<file path="config.mk">
export PLATFORM = sky130hd
export DESIGN_NAME = div_sequencer
export DESIGN_NICKNAME = d
export VERILOG_FILES = /design/src/rtl/div_sequencer.sv
export SDC_FILE = /design/constraint.sdc
export NUM_CORES = 1
export LEC_CHECK = 0
export ABC_AREA = 1
export CAP_MARGIN = 20
export CORE_MARGIN = 4
export CORE_UTILIZATION = 30
export CTS_BUF_LIST = sky130_fd_sc_hd__clkbuf_2
export DETAILED_ROUTE_END_ITERATION = 8
export GPL_TIMING_DRIVEN = 0
export SLEW_MARGIN = 20
export SYNTH_ARGS = -nofsm -noshare
export SYNTH_HDL_FRONTEND = slang
export SYNTH_SLANG_ARGS = --single-unit
</file>
<file path="constraint.sdc">
create_clock -name clk -period 3.3 [get_ports clk]
set_clock_uncertainty 0.2 [all_clocks]
set_input_delay 0.33 -clock clk [delete_from_list [all_inputs] [get_ports clk]]
set_output_delay 0.33 -clock clk [all_outputs]
set_load 0.01 [all_outputs]
</file>
<file path="src/rtl/div_sequencer.sv">
// Operand-issue and result-buffering stage in front of a multi-cycle
// fixed-point divider. Holds one division in flight, resolves divide-by-zero
// locally with a saturated quotient, aborts a hung divider after TIMEOUT
// cycles and returns tagged results through a 2-entry output FIFO.
//
// Handshakes: a transfer happens on a rising edge where valid && ready are
// both high; valid must not depend on ready, and payload is only meaningful
// while valid is high.
module div_sequencer #(
  parameter int DATA_WIDTH = 16,
  parameter int TAG_WIDTH  = 4,
  parameter int TIMEOUT    = 64
) (
  input  logic                  clk,
  input  logic                  rst,
  input  logic                  in_valid,
  output logic                  in_ready,
  input  logic [DATA_WIDTH-1:0] in_a,
  input  logic [DATA_WIDTH-1:0] in_b,
  input  logic [TAG_WIDTH-1:0]  in_tag,
  output logic                  div_start,
  output logic                  div_rst,
  output logic [DATA_WIDTH-1:0] div_a,
  output logic [DATA_WIDTH-1:0] div_b,
  input  logic                  div_done,
  input  logic [DATA_WIDTH-1:0] div_quot,
  output logic                  out_valid,
  input  logic                  out_ready,
  output logic [DATA_WIDTH-1:0] out_q,
  output logic [TAG_WIDTH-1:0]  out_tag,
  output logic [1:0]            out_flags,
  output logic [1:0]            fsm_state
);

  typedef enum logic [1:0] {
    IDLE  = 2'd0,
    ISSUE = 2'd1,
    WAIT  = 2'd2
  } state_t;

  // Counter is wide enough to hold TIMEOUT itself, so it never wraps
  // before the abort compare fires.
  localparam int CW = $clog2(TIMEOUT) + 1;
  localparam logic [CW-1:0] LAST = CW'(TIMEOUT - 1);
  localparam logic [DATA_WIDTH-1:0] SAT_POS = {1'b0, {(DATA_WIDTH-1){1'b1}}};
  localparam logic [DATA_WIDTH-1:0] SAT_NEG = {1'b1, {(DATA_WIDTH-1){1'b0}}};

  state_t                  state;
  state_t                  next_state;
  logic [DATA_WIDTH-1:0]   a_q;
  logic [DATA_WIDTH-1:0]   b_q;
  logic [TAG_WIDTH-1:0]    tag_q;
  logic [CW-1:0]           wait_count;
  logic                    abort_q;

  logic                    accept;
  logic                    pop;
  logic                    push;
  logic                    timeout_hit;
  logic [DATA_WIDTH-1:0]   push_q;
  logic [TAG_WIDTH-1:0]    push_tag;
  logic [1:0]              push_flags;

  logic [DATA_WIDTH-1:0]   fifo_q     [2];
  logic [TAG_WIDTH-1:0]    fifo_tag   [2];
  logic [1:0]              fifo_flags [2];
  logic                    wr_ptr;
  logic                    rd_ptr;
  logic [1:0]              fifo_count;

  assign in_ready  = (state == IDLE) && (fifo_count < 2'd2) && !rst;
  assign accept    = in_valid && in_ready;
  assign out_valid = (fifo_count != 2'd0);
  assign pop       = out_valid && out_ready;

  assign div_start = (state == ISSUE);
  assign div_rst   = rst || abort_q;
  assign div_a     = a_q;
  assign div_b     = b_q;

  assign out_q     = fifo_q[rd_ptr];
  assign out_tag   = fifo_tag[rd_ptr];
  assign out_flags = fifo_flags[rd_ptr];
  assign fsm_state = state;

  // Next-state and FIFO write selection; zero divisors bypass the divider.
  always_comb begin
    next_state  = state;
    push        = 1'b0;
    push_q      = '0;
    push_tag    = tag_q;
    push_flags  = 2'b00;
    timeout_hit = 1'b0;
    case (state)
      IDLE: begin
        if (accept) begin
          if (in_b == '0) begin
            push       = 1'b1;
            push_q     = in_a[DATA_WIDTH-1] ? SAT_NEG : SAT_POS;
            push_tag   = in_tag;
            push_flags = 2'b01;
          end else begin
            next_state = ISSUE;
          end
        end
      end
      ISSUE: next_state = WAIT;
      WAIT: begin
        // A result arriving on the abort edge still counts as a result.
        if (div_done) begin
          push       = 1'b1;
          push_q     = div_quot;
          next_state = IDLE;
        end else if (wait_count == LAST) begin
          push        = 1'b1;
          push_flags  = 2'b10;
          timeout_hit = 1'b1;
          next_state  = IDLE;
        end
      end
      default: next_state = IDLE;
    endcase
  end

  // State register.
  always_ff @(posedge clk) begin
    if (rst) state <= IDLE;
    else     state <= next_state;
  end

  // Operand registers hold the divider inputs steady for the whole operation.
  always_ff @(posedge clk) begin
    if (rst) begin
      a_q   <= '0;
      b_q   <= '0;
      tag_q <= '0;
    end else if (accept) begin
      a_q   <= in_a;
      b_q   <= in_b;
      tag_q <= in_tag;
    end
  end

  // Cycles spent in WAIT; cleared while the start pulse is out.
  always_ff @(posedge clk) begin
    if (rst)                 wait_count <= '0;
    else if (state == ISSUE) wait_count <= '0;
    else if (state == WAIT)  wait_count <= wait_count + 1'b1;
  end

  // One-cycle divider reset following an abort.
  always_ff @(posedge clk) begin
    if (rst) abort_q <= 1'b0;
    else     abort_q <= timeout_hit;
  end

  // 2-entry circular result FIFO.
  always_ff @(posedge clk) begin
    if (rst) begin
      for (int i = 0; i < 2; i++) begin
        fifo_q[i]     <= '0;
        fifo_tag[i]   <= '0;
        fifo_flags[i] <= '0;
      end
      wr_ptr     <= 1'b0;
      rd_ptr     <= 1'b0;
      fifo_count <= 2'd0;
    end else begin
      if (push) begin
        fifo_q[wr_ptr]     <= push_q;
        fifo_tag[wr_ptr]   <= push_tag;
        fifo_flags[wr_ptr] <= push_flags;
        wr_ptr             <= ~wr_ptr;
      end
      if (pop) rd_ptr <= ~rd_ptr;
      case ({push, pop})
        2'b10:   fifo_count <= fifo_count + 2'd1;
        2'b01:   fifo_count <= fifo_count - 2'd1;
        default: fifo_count <= fifo_count;
      endcase
    end
  end

endmodule

</file>
# After elaboration in Yosys (flattened, before gate mapping)
# Memories as Yosys holds them, arrays and structs flattened. A register that Yosys moved wholly into a read port is not among the register bits.
# Cells that the tools add are included.
[op_classes] n_reduce_logical=16 order_cmp=1 multipliers=0 eq_ne=8 bitwise=3 muxes=44 shift=0 div_mod_pow=0 addsub=3
[op_table] op="2-to-1 mux 16 bit" n=5
[op_table] op="case mux 16 bit (2 select lines)" n=1
[op_table] op="2-to-1 mux 1 bit" n=23
[op_table] op="zero test 16 bit" n=1
[op_table] op="2-to-1 mux 4 bit" n=4
[op_table] op="OR reduction 16 bit" n=1
[op_table] op="2-to-1 mux 2 bit" n=7
[op_table] op="case mux 2 bit (2 select lines)" n=2
[op_table] op="adder 7 x 1 -> 7 bit (second input constant)" n=1
[op_table] op="equality test 7 x 6 -> 1 bit (second input constant)" n=1
[op_table] op="case mux 2 bit (3 select lines)" n=1
[op_table] op="equality test 2 x 1 -> 1 bit (second input constant)" n=2
[op_table] op="equality test 2 bit (second input constant)" n=2
[op_table] op="logical AND 1 bit" n=4
[op_table] op="!= test 2 bit (second input constant)" n=2
[op_table] op="nonzero test 2 bit" n=2
[op_table] op="OR reduction 2 bit" n=2
[op_table] op="OR reduction 4 bit" n=1
[op_table] op="!= test 3 bit (second input constant)" n=1
[op_table] op="NOT 1 bit" n=3
[op_table] op="AND reduction 3 bit" n=1
[op_table] op="OR reduction 3 bit" n=1
[op_table] op="adder 2 x 1 -> 2 bit (second input constant)" n=1
[op_table] op="zero test 2 bit" n=1
[op_table] op="other kinds (5)" n=5
[word_totals] wordCells=87 regBits=50 ram_bits=44 latch_bits=0 romBits=0 mem_count=3 in_bits=57
[mem_list] name="fifo_q" depth=2 word_bits=16 rd=1 rd_clocked_by_memory_dff=1 wr=2 line="64" text="logic [DATA_WIDTH-1:0] fifo_q [2];"
[mem_list] name="fifo_tag" depth=2 word_bits=4 rd=1 rd_clocked_by_memory_dff=1 wr=2 line="65" text="logic [TAG_WIDTH-1:0] fifo_tag [2];"
[mem_list] name="fifo_flags" depth=2 word_bits=2 rd=1 rd_clocked_by_memory_dff=1 wr=2 line="66" text="logic [1:0] fifo_flags [2];"

# Logic depth before layout (Yosys ltp)
# Gate-level depths: netlist (run 1).
[logic_depth] ltp_word=11 depth_mapped=14

# Worst setup path before layout (run 1)
# OpenSTA, ideal clock, no wires.
[synth_path] path_kind="register to register" from="register state[0], in the netlist fsm_state[0]" to="memory fifo_flags[1][0], enable pin" setup_ns=0.379 slack_ns=1.006 arrival_ns=1.715 path_stages_with_launch=9 synth_period_minus_slack_ns=2.294 cell_sequence="dfxtp_1 > nor2_2 > nand2_1 > nor2_4 > nand3_4 > nand2_2 > nand2_1 > buf_2 > nand2_1"
[synth_lines] element="start: declaration" line="48" text="state_t state;"
[synth_lines] element="start signal: assignment" line="128" text="else state <= next_state;"
[synth_lines] element="end: declaration" line="66"

==> flow_metrics.py, run 1 <==
metrics = {
    "placed_design": {
        "portBuffers": 115,
        "routabilityCongestion": 0.7676,
        "post_dp_cell_area_um2": 5423,
        "dp_hpwl_mm": 7.624,
    },
    "synth": {
        "synth_area_um2": 4051,
        "synth_fa_ha_area_frac": 0.006177,
        "yosysSeqAreaShare": 0.5781,
        "yosys_warnings": 0,
        "synthCells": 455,
        "synth_top_family_by_area": "simple AND/OR/NAND/NOR gates",
        "synth.distinct_cells": 29,
        "synth-main-ff-cell": "dfxtp_1",
        "ys_seq_elements": 95,
        "synth_mux_area_frac": 0.06115,
        "async_flop_share": 0,
        "synthXorXnorAreaFrac": 0,
        "avgSynthCellArea_um2": 8.904,
        "synth_compound_area_frac": 0.07072,
        "synth_edf_count": 44,
        "yosys.area_share.simple": 0.2403,
        "syn_nets": 514,
    },
    "floorplan": {
        "dieArea_um2": 15430,
        "die_y_um": 124.2,
        "core_um2": 13240,
        "start_util": 0.3059,
        "die_x_um": 124.2,
        "ios": 117,
        "rows": 42,
    },
    "status": {
        "outcome": "finished, final reports clean",
    },
    "routing": {
        "routed_wl_mm": 10.58,
        "ant_nets": 0,
        "wl_per_cell_um": 13.88,
        "route.detailed.drc": 0,
        "num_vias": 3351,
        "drtIter0Drc": 198,
        "dr.pass1.iters": 4,
        "vias_per_cell": 4.398,
    },
    "cells_and_area": {
        "finalInstanceArea_um2": 5529,
        "area_delta_synth_final_pct": 36.47,
        "n_antenna_cell": 0,
        "n_fill_cell": 1362,
        "nets": 640,
        "layout-drive-gt1-share": 0.09727,
    },
    "worst_setup_path": {
        "r2r_start": "fsm_state[0]",
        "crit_arrival_ns": 2.40,
        "critPathRequiredTime_ns": 2.77,
        "endpoint_kind": "primary output",
        "startpoint_type": "register",
        "worstSetupPathType": "register to primary output",
        "cp_max_fo": 10,
    },
    "clock_network": {
        "cts.sinks": 95,
        "clock_path_buffers": 2,
        "cts_tree": "done",
        "holdBufCountCts": 0,
        "cts_resized": 0,
        "cts.clk_slew.worst_paths_ns": 0.26,
        "numCtsBuffers": 9,
        "clk_latency_ns": 0.57,
        "postCtsSetupBuffers": 0,
        "root_buffer": "clkbuf_2",
        "cts_htree_levels": 3,
    },
    "grt": {
        "grt_overflow": 0,
        "grtUsageTotal": 0.1392,
        "grt_pass1_vias": 3506,
        "grt_pass1_wl_mm": 17.43,
        "antenna_found_initial": 0,
        "grt_start_max_net_pins": 23,
    },
    "pwr": {
        "pwr-share-comb": 0.164,
        "power_density_nw_per_um2": 407.3,
        "switchingPower_uw": 586.6,
        "internal_power_uw": 1665,
        "p_leak_uw": 0.002083,
        "clock_power_share": 0.251,
        "p_seq_frac": 0.585,
        "swShare": 0.2605,
        "vdd_drop_max_mv": 0.1763,
    },
    "flow_run": {
        "max-cap-violations": 0,
    },
    "sta": {
        "drv_slew": 0,
        "period_minus_slack_ns": 2.930,
        "clock.fmax_ghz": 0.3413,
        "slew_headroom": 0.3329,
        "hold_viol_final": 0,
        "setup_viol": 0,
        "finalCritPeriodShare": 0.8878,
        "worstMarginPinSlew_ns": 0.9983,
        "rsz0062_at_grt": "false",
        "whs_ns": 0.1046,
    },
    "worst_hold_path": {
        "hp-start": "in_a[13]",
        "hold_path.class": "primary input to register",
    },
}
-- power by group through the flow --
stage          Sequential, uW  Combinational (uW)  Clock, uW
3_3_place_gp             1340                 371          0
3_5_place_dp             1340                 373          0
4_1_cts                  1320                 376        597
6_report                 1320                 370        566
2_1_floorplan            1350                 143          0
5_1_grt                  1320                 406        647
-- metal layers --
metal	global-route usage	share of wire	vias up
met5	0	0	-
met4	0.05222	0.0079	0
met3	0.05069	0.077	7
met2	0.2236	0.46	96
met1	0.1710	0.45	1521
li1	-	-	1727
-- cell families (layout without fill, tap and decap cells) --
group                      after synthesis  in the layout
muxes                                   22             22
DFF                                     95             95
buffers and inverters                   43            174
adders and majority gates                2              2
AOI/OAI and AO/OA                       56             56
and+or+nand+nor                        237            237
-- flip-flops by register name (all words and copies together), names as in the netlist, 2 cells and up, named ones only --
register,count
wait_count,7
fifo_q,32
tag_q,4
fifo_count,2
div_b,16
div_a,16
fifo_flags,4
fsm_state,2
fifo_tag,8
-- metrics by stage --
| stage | instances | util | setup slack [ns] | total power, uW | setup TNS, ns |
|---|---|---|---|---|---|
| floorplan | 455 | - | 1.006 | 1493 | 0 |
| global placement | 746 | 0.4095 | -0.002810 | 1708 | -0.03534 |
| detailed placement | 746 | 0.4095 | -0.03167 | 1714 | -0.6695 |
| CTS | 762 | 0.4175 | 0.2888 | 2290 | 0 |
| global route | 762 | 0.4175 | 0.1972 | 2378 | 0 |
| finish | 762 | 0.4175 | 0.3704 | 2252 | 0 |
-- layout make-up --
cell class / instances / area, um2 / area share
buffer: 22 / 97.59 / 0.01765
multi-input combinational: 317 / 1533 / 0.2772
timing repair buffer: 115 / 1151 / 0.2082
inverter: 21 / 78.83 / 0.01426
tap: 176 / 220.2 / 0.03983
clock buffer: 11 / 55.05 / 0.009957
clock inverter: 5 / 51.30 / 0.009278
sequential: 95 / 2342 / 0.4236
-- critical path, cell delays in order (launching register included) --
cell	delay, ns
dfxtp_1	0.45
buf_1	0.49
mux2_2	0.42
clkdlybuf4s50_1	0.48
-- final timing paths --
path | end | slack (ns) | cells after the start
setup / recovery | out_tag[2] | 0.37 | 3
hold / removal | div_a[13] | 0.10 | 3
setup reg to reg | fifo_q[1][6] | 0.57 | 8
hold reg to reg | register | 0.27 | 1
-- cells in the mapped netlist, types with 3 or more instances --
cell	number	area [um2]
nor2_4	4	45.04
mux2_2	22	247.7
nand2_1	51	191.4
nor2_1	166	623.1
dfxtp_1	51	1021
buf_1	4	15.01
edfxtp_1	44	1321
o21ai_0	41	205.2
a21oi_1	11	55.05
nand4_1	3	18.77
clkbuf_1	10	37.54
inv_1	20	75.07
buf_2	6	30.03
-- cell usage in the layout, fill, tap and decap left out, types with 3 or more instances in the layout --
master	Yosys	layout
a21oi_1	11	11
buf_1	4	4
buf_2	6	6
clkbuf_1	10	10
clkbuf_2	0	11
clkdlybuf4s50_1	0	115
dfxtp_1	51	51
edfxtp_1	44	44
inv_1	20	20
mux2_2	22	22
nand2_1	51	51
nand4_1	3	3
nor2_1	166	166
nor2_4	4	4
o21ai_0	41	41
Note: power is estimated with default switching activity, not from simulation.
==> run 2, diff against run 1 <==
--- a/config.mk
+++ b/config.mk
@@ -10,8 +10,10 @@
 export CORE_MARGIN = 4
 export CORE_UTILIZATION = 30
 export CTS_BUF_LIST = sky130_fd_sc_hd__clkbuf_2
+export CTS_CLUSTER_DIAMETER = 200
 export DETAILED_ROUTE_END_ITERATION = 8
 export GPL_TIMING_DRIVEN = 0
+export MAX_ROUTING_LAYER = met4
 export SLEW_MARGIN = 20
 export SYNTH_ARGS = -nofsm -noshare
 export SYNTH_HDL_FRONTEND = slang
==> run 2 against run 1 <==
First-iteration DRC count up 11%. Worst hold slack worse by 0.0037 ns. Via count up 0.21%. Highest routed layer unchanged. Critical endpoint unchanged. Clock power about the same. Fmax down 0.26%. Flip-flop and latch count unchanged. Register-to-register slack about the same. Final cell count up 0.13%. Routed wire length down 0.23%.
==> flow_metrics.py, run 2 (same netlist as run 1, synthesis figures left out) <==
metrics = {
    "pwr": {
        "power_density_nw_per_um2": 407.7,
        "vdd_drop_max_mv": 0.1765,
        "p_seq_frac": 0.584,
        "pwr-share-comb": 0.164,
        "clock_power_share": 0.252,
        "p_leak_uw": 0.002083,
        "swShare": 0.2615,
        "internal_power_uw": 1665,
        "switchingPower_uw": 589.8,
    },
    "floorplan": {
        "die_y_um": 124.2,
        "rows": 42,
        "ios": 117,
        "start_util": 0.3059,
        "dieArea_um2": 15430,
        "die_x_um": 124.2,
        "core_um2": 13240,
    },
    "cells_and_area": {
        "area_delta_synth_final_pct": 36.54,
        "layout-drive-gt1-share": 0.09727,
        "layout.cells.most_common_list": "nor2_1, clkdlybuf4s50_1, nand2_1, dfxtp_1, edfxtp_1",
        "nets": 640,
        "n_fill_cell": 1363,
        "finalInstanceArea_um2": 5532,
        "largest_register_ff_count": 32,
        "final_util": 0.4177,
        "fin_cells": 763,
        "regArea_um2": 2342,
        "regMostFlops": "fifo_q",
        "multi_input_area_um2": 1533,
        "final_common_cell": "nor2_1",
    },
    "worst_setup_path": {
        "cp_num_buf_inv": 2,
        "startpoint_type": "register",
        "crit_path_max_incr_delay_ns": 0.50,
        "cpMaxStageDelayCell": "buf_1",
        "reg2reg_to": "fifo_q[1][6]",
        "endpoint_kind": "primary output",
        "r2r_cells": 10,
        "critPathTopFamily": "buffers and inverters",
        "crit_arrival_ns": 2.41,
        "r2r_start": "wait_count[0]",
        "critPathRequiredTime_ns": 2.77,
        "worstSetupPathType": "register to primary output",
        "cp_max_fo": 10,
        "ff2ff_setup_slack_ns": 0.57,
        "crit_path_cell_trace": "buf_1 > mux2_2 > clkdlybuf4s50_1",
    },
    "routing": {
        "num_vias": 3358,
        "routed_wl_mm": 10.55,
        "route.detailed.drc": 0,
        "drtIter0Drc": 220,
        "wl_per_cell_um": 13.83,
        "vias_per_cell": 4.401,
        "dr.pass1.iters": 4,
        "ant_nets": 0,
    },
    "sta": {
        "whs_ns": 0.1010,
        "period_minus_slack_ns": 2.937,
        "finalCritPeriodShare": 0.8901,
        "drv_slew": 0,
        "setup_viol": 0,
        "rsz0062_at_grt": "false",
        "slew_headroom": 0.3353,
        "setup_ws_ns": 0.3627,
        "worstMarginPinSlew_ns": 0.9946,
        "clock.fmax_ghz": 0.3405,
        "hold_viol_final": 0,
    },
    "clock_network": {
        "cts_resized": 0,
        "numCtsBuffers": 9,
        "cts.clk_slew.worst_paths_ns": 0.27,
        "holdBufCountCts": 0,
        "cts_tree": "done",
        "root_buffer": "clkbuf_2",
        "cts.sinks": 95,
        "cts_htree_levels": 3,
        "clock_path_buffers": 2,
        "postCtsSetupBuffers": 0,
        "clk_latency_ns": 0.57,
    },
    "worst_hold_path": {
        "min_to": "div_a[13]",
        "min_path_cells": 3,
        "hold_path.class": "primary input to register",
        "hp-start": "in_a[13]",
    },
    "placed_design": {
        "post_dp_cell_area_um2": 5423,
        "routabilityCongestion": 0.7778,
        "dp_slack_ns": -0.03167,
        "portBuffers": 115,
        "dp_hpwl_mm": 7.624,
        "dp.cells": 746,
    },
    "grt": {
        "antenna_found_initial": 1,
        "grt_pass1_vias": 3516,
        "grt_overflow": 0,
        "grtUsageTotal": 0.1432,
        "grt_pass1_wl_mm": 17.39,
        "grt_start_max_net_pins": 23,
    },
    "flow_run": {
        "max-cap-violations": 0,
    },
    "status": {
        "outcome": "finished, final reports clean",
    },
}
run 2: changes by cell type in the layout (fill, tap and decap cells not counted):
cell	previous run	this run
diode_2	0	1
run 2: how the worst max path moves through the flow:
| stage | start | endpoint | depth (start not counted) |
|---|---|---|---|
| after floorplan | fsm_state[0] | fifo_flags[1][0] | 8 |
| after global placement | rst | fifo_q[1][5] | 9 |
| after detailed placement | rst | fifo_q[1][5] | 9 |
| after CTS | register | out_tag[2] | 3 |
| after global routing | register | out_q[15] | 3 |
| final | register | out_tag[2] | 3 |
run 2: routing by layer:
layer	vias up	global-route usage	wire length [um]
met2	101	0.2236	4881
met1	1523	0.1781	4921
met4	0	0.05222	82
met5	-	-	0
met3	7	0.03995	666
li1	1727	-	-
run 2: cell type report:
class / instances / share of cell area
Timing Repair Buffer: 115 / 0.2081
Clock buffer: 11 / 0.009952
Buffer: 22 / 0.01764
Tap cell: 176 / 0.03981
Antenna cell: 1 / 0.0004524
Sequential cell: 95 / 0.4234
Clock inverter: 5 / 0.009274
Inverter: 21 / 0.01425
Multi-Input combinational cell: 317 / 0.2771
run 2: metrics by stage:
stage	total power, uW	setup TNS [ns]
after detailed placement	1714	-0.6695
after global placement	1708	-0.03534
after floorplan	1493	0
after CTS	2290	0
after global routing	2379	0
final	2255	0
run 2: tightest hold or removal path: cells and delay by family:
kind                   cells  cell delay [ns]
buffers and inverters      1             0.39
and+or+nand+nor            2             0.15
run 2: power by group through the flow:
stage | Clock [uW] | Sequential [uW] | Combinational, uW
floorplan | 0 | 1350 | 143
finish | 569 | 1320 | 370
CTS | 597 | 1320 | 376
detailed placement | 0 | 1340 | 373
global placement | 0 | 1340 | 371
global route | 648 | 1320 | 406
==> run 3, diff against run 2 <==
--- a/config.mk
+++ b/config.mk
@@ -6,8 +6,8 @@
 export NUM_CORES = 1
 export LEC_CHECK = 0
 export ABC_AREA = 1
-export CAP_MARGIN = 20
-export CORE_MARGIN = 4
+export CAP_MARGIN = 5
+export CORE_MARGIN = 1
 export CORE_UTILIZATION = 30
 export CTS_BUF_LIST = sky130_fd_sc_hd__clkbuf_2
 export CTS_CLUSTER_DIAMETER = 200
==> constraint.sdc (replaced) <==
create_clock -name clk -period 2.8 [get_ports clk]
set_clock_uncertainty 0.2 [all_clocks]
set_input_delay 0.28 -clock clk [delete_from_list [all_inputs] [get_ports clk]]
set_output_delay 0.28 -clock clk [all_outputs]
set_load 0.01 [all_outputs]
==> run 3 against run 2 <==
Worst setup slack got worse by 0.22 ns. Core utilization increased by 0.41 points. Die area decreased by 9.4%.
==> flow_metrics.py, run 3 (same netlist as run 1, synthesis figures left out) <==
metrics = {
    "placed_design": {
        "portBuffers": 115,
        "routabilityCongestion": 0.7694,
        "dp.cells": 746,
        "dp_slack_ns": -0.4835,
        "dp_hpwl_mm": 7.343,
    },
    "cells_and_area": {
        "final_common_cell": "nor2_1",
        "multi_input_area_um2": 1535,
        "n_fill_cell": 1331,
        "nets": 640,
        "n_antenna_cell": 0,
        "regMostFlops": "fifo_q",
        "regArea_um2": 2342,
        "layout-drive-gt1-share": 0.1041,
        "fin_cells": 762,
        "area_delta_synth_final_pct": 37.34,
        "layout.cells.most_common_list": "nor2_1, clkdlybuf4s50_1, dfxtp_1",
        "largest_register_ff_count": 32,
    },
    "worst_hold_path": {
        "min_to": "div_a[5]",
        "min_path_cells": 3,
        "hp-start": "in_a[5]",
        "hold_path.class": "primary input to register",
    },
    "worst_setup_path": {
        "startpoint_type": "register",
        "ff2ff_setup_slack_ns": 0.24,
        "crit_arrival_ns": 2.18,
        "critPathTopFamily": "buffers and inverters",
        "r2r_cells": 7,
        "worstSetupPathType": "register to primary output",
        "critPathRequiredTime_ns": 2.32,
        "cp_num_buf_inv": 2,
        "crit_path_cell_trace": "buf_2 > mux2_2 > clkdlybuf4s50_1",
        "crit_path_max_incr_delay_ns": 0.48,
        "endpoint_kind": "primary output",
        "reg2reg_to": "fifo_q[0][6]",
        "cp_max_fo": 10,
        "r2r_start": "fsm_state[0]",
        "cpMaxStageDelayCell": "clkdlybuf4s50_1",
    },
    "clock_network": {
        "cts_htree_levels": 3,
        "postCtsSetupBuffers": 0,
        "cts.sinks": 95,
        "numCtsBuffers": 9,
        "clock_path_buffers": 2,
        "cts.clk_slew.worst_paths_ns": 0.25,
        "root_buffer": "clkbuf_2",
        "cts_tree": "done",
        "clk_latency_ns": 0.56,
    },
    "sta": {
        "setup_viol": 0,
        "drv_slew": 0,
        "period_minus_slack_ns": 2.659,
        "finalCritPeriodShare": 0.9498,
        "slew_headroom": 0.3208,
        "rsz0062_at_grt": "false",
        "setup_ws_ns": 0.1407,
        "worstMarginPinSlew_ns": 1.016,
        "clock.fmax_ghz": 0.3760,
        "hold_viol_final": 0,
    },
    "grt": {
        "grt_pass1_vias": 3350,
        "grt_pass1_wl_mm": 16.31,
        "grt_start_max_net_pins": 23,
        "antenna_found_initial": 0,
        "grtUsageTotal": 0.1543,
        "grt_overflow": 0,
    },
    "pwr": {
        "power_density_nw_per_um2": 493.6,
        "vdd_drop_max_mv": 0.2627,
        "p_leak_uw": 0.002096,
    },
    "floorplan": {
        "rows": 42,
        "die_y_um": 118.2,
        "dieArea_um2": 13970,
        "die_x_um": 118.2,
        "start_util": 0.3072,
        "core_um2": 13190,
        "ios": 117,
    },
    "routing": {
        "wl_per_cell_um": 13.38,
        "routed_wl_mm": 10.20,
        "vias_per_cell": 4.475,
        "ant_nets": 0,
        "num_vias": 3410,
        "dr.pass1.iters": 5,
        "route.detailed.drc": 0,
        "drtIter0Drc": 155,
    },
    "status": {
        "outcome": "finished, final reports clean",
    },
    "flow_run": {
        "max-cap-violations": 0,
    },
}
## run 3: timing repair
action	CTS	global route
gates resized for setup	3	0
setup endpoints to repair	42	0
hold buffers	0	0
## run 3: per-layer routing
| layer | GRT usage | share of wire | vias up |
|---|---|---|---|
| met5 | - | 0 | - |
| met2 | 0.2438 | 0.45 | 119 |
| met1 | 0.1885 | 0.46 | 1551 |
| met4 | 0.05288 | 0.013 | 0 |
| li1 | - | - | 1729 |
| met3 | 0.04440 | 0.071 | 11 |
## run 3: how the worst max path moves through the flow
stage,end,slack (ns),depth (start not counted)
2_1_floorplan,fifo_flags[1][0],0.51,8
3_3_place_gp,fifo_q[1][5],-0.46,9
3_5_place_dp,fifo_q[1][4],-0.48,9
4_1_cts,out_tag[2],0.1,3
5_1_grt,out_q[15],0.01,3
6_report,out_tag[2],0.14,3
## run 3: layout make-up
class	instances	area share
plain buffers	22	0.01799
clock buffers	10	0.008995
clock inverters	6	0.01552
inverters	21	0.01417
multi-input cells	317	0.2759
flip-flops and latches	95	0.4210
well taps	176	0.03958
repair buffers	115	0.2069
## run 3: tightest hold or removal path, cell delays in order
cell             delay [ns]
clkdlybuf4s50_1        0.39
nor2_1                 0.10
nor2_1                 0.05
## run 3: through the flow
| stage | hold WS (ns) | cell area [um2] | setup TNS [ns] | util | power [uW] |
|---|---|---|---|---|---|
| floorplan | 0.1524 | 4051 | 0 | - | 1759 |
| global placement | 0.2366 | 5423 | -14.83 | 0.4111 | 2012 |
| detailed placement | 0.2432 | 5423 | -16.09 | 0.4111 | 2019 |
| CTS | 0.03427 | 5564 | 0 | 0.4218 | 2776 |
| global route | 0.02842 | 5564 | 0 | 0.4218 | 2879 |
| finish | 0.07302 | 5564 | 0 | 0.4218 | 2747 |
## run 3: power by group
| part | switching (uW) | internal (uW) | leakage (uW) |
|---|---|---|---|
| registers | 30.4 | 1520 | 0.000874 |
| clock network | 464 | 296 | 0.0000781 |
| logic | 202 | 233 | 0.00114 |
| total | 697 | 2050 | 0.00210 |
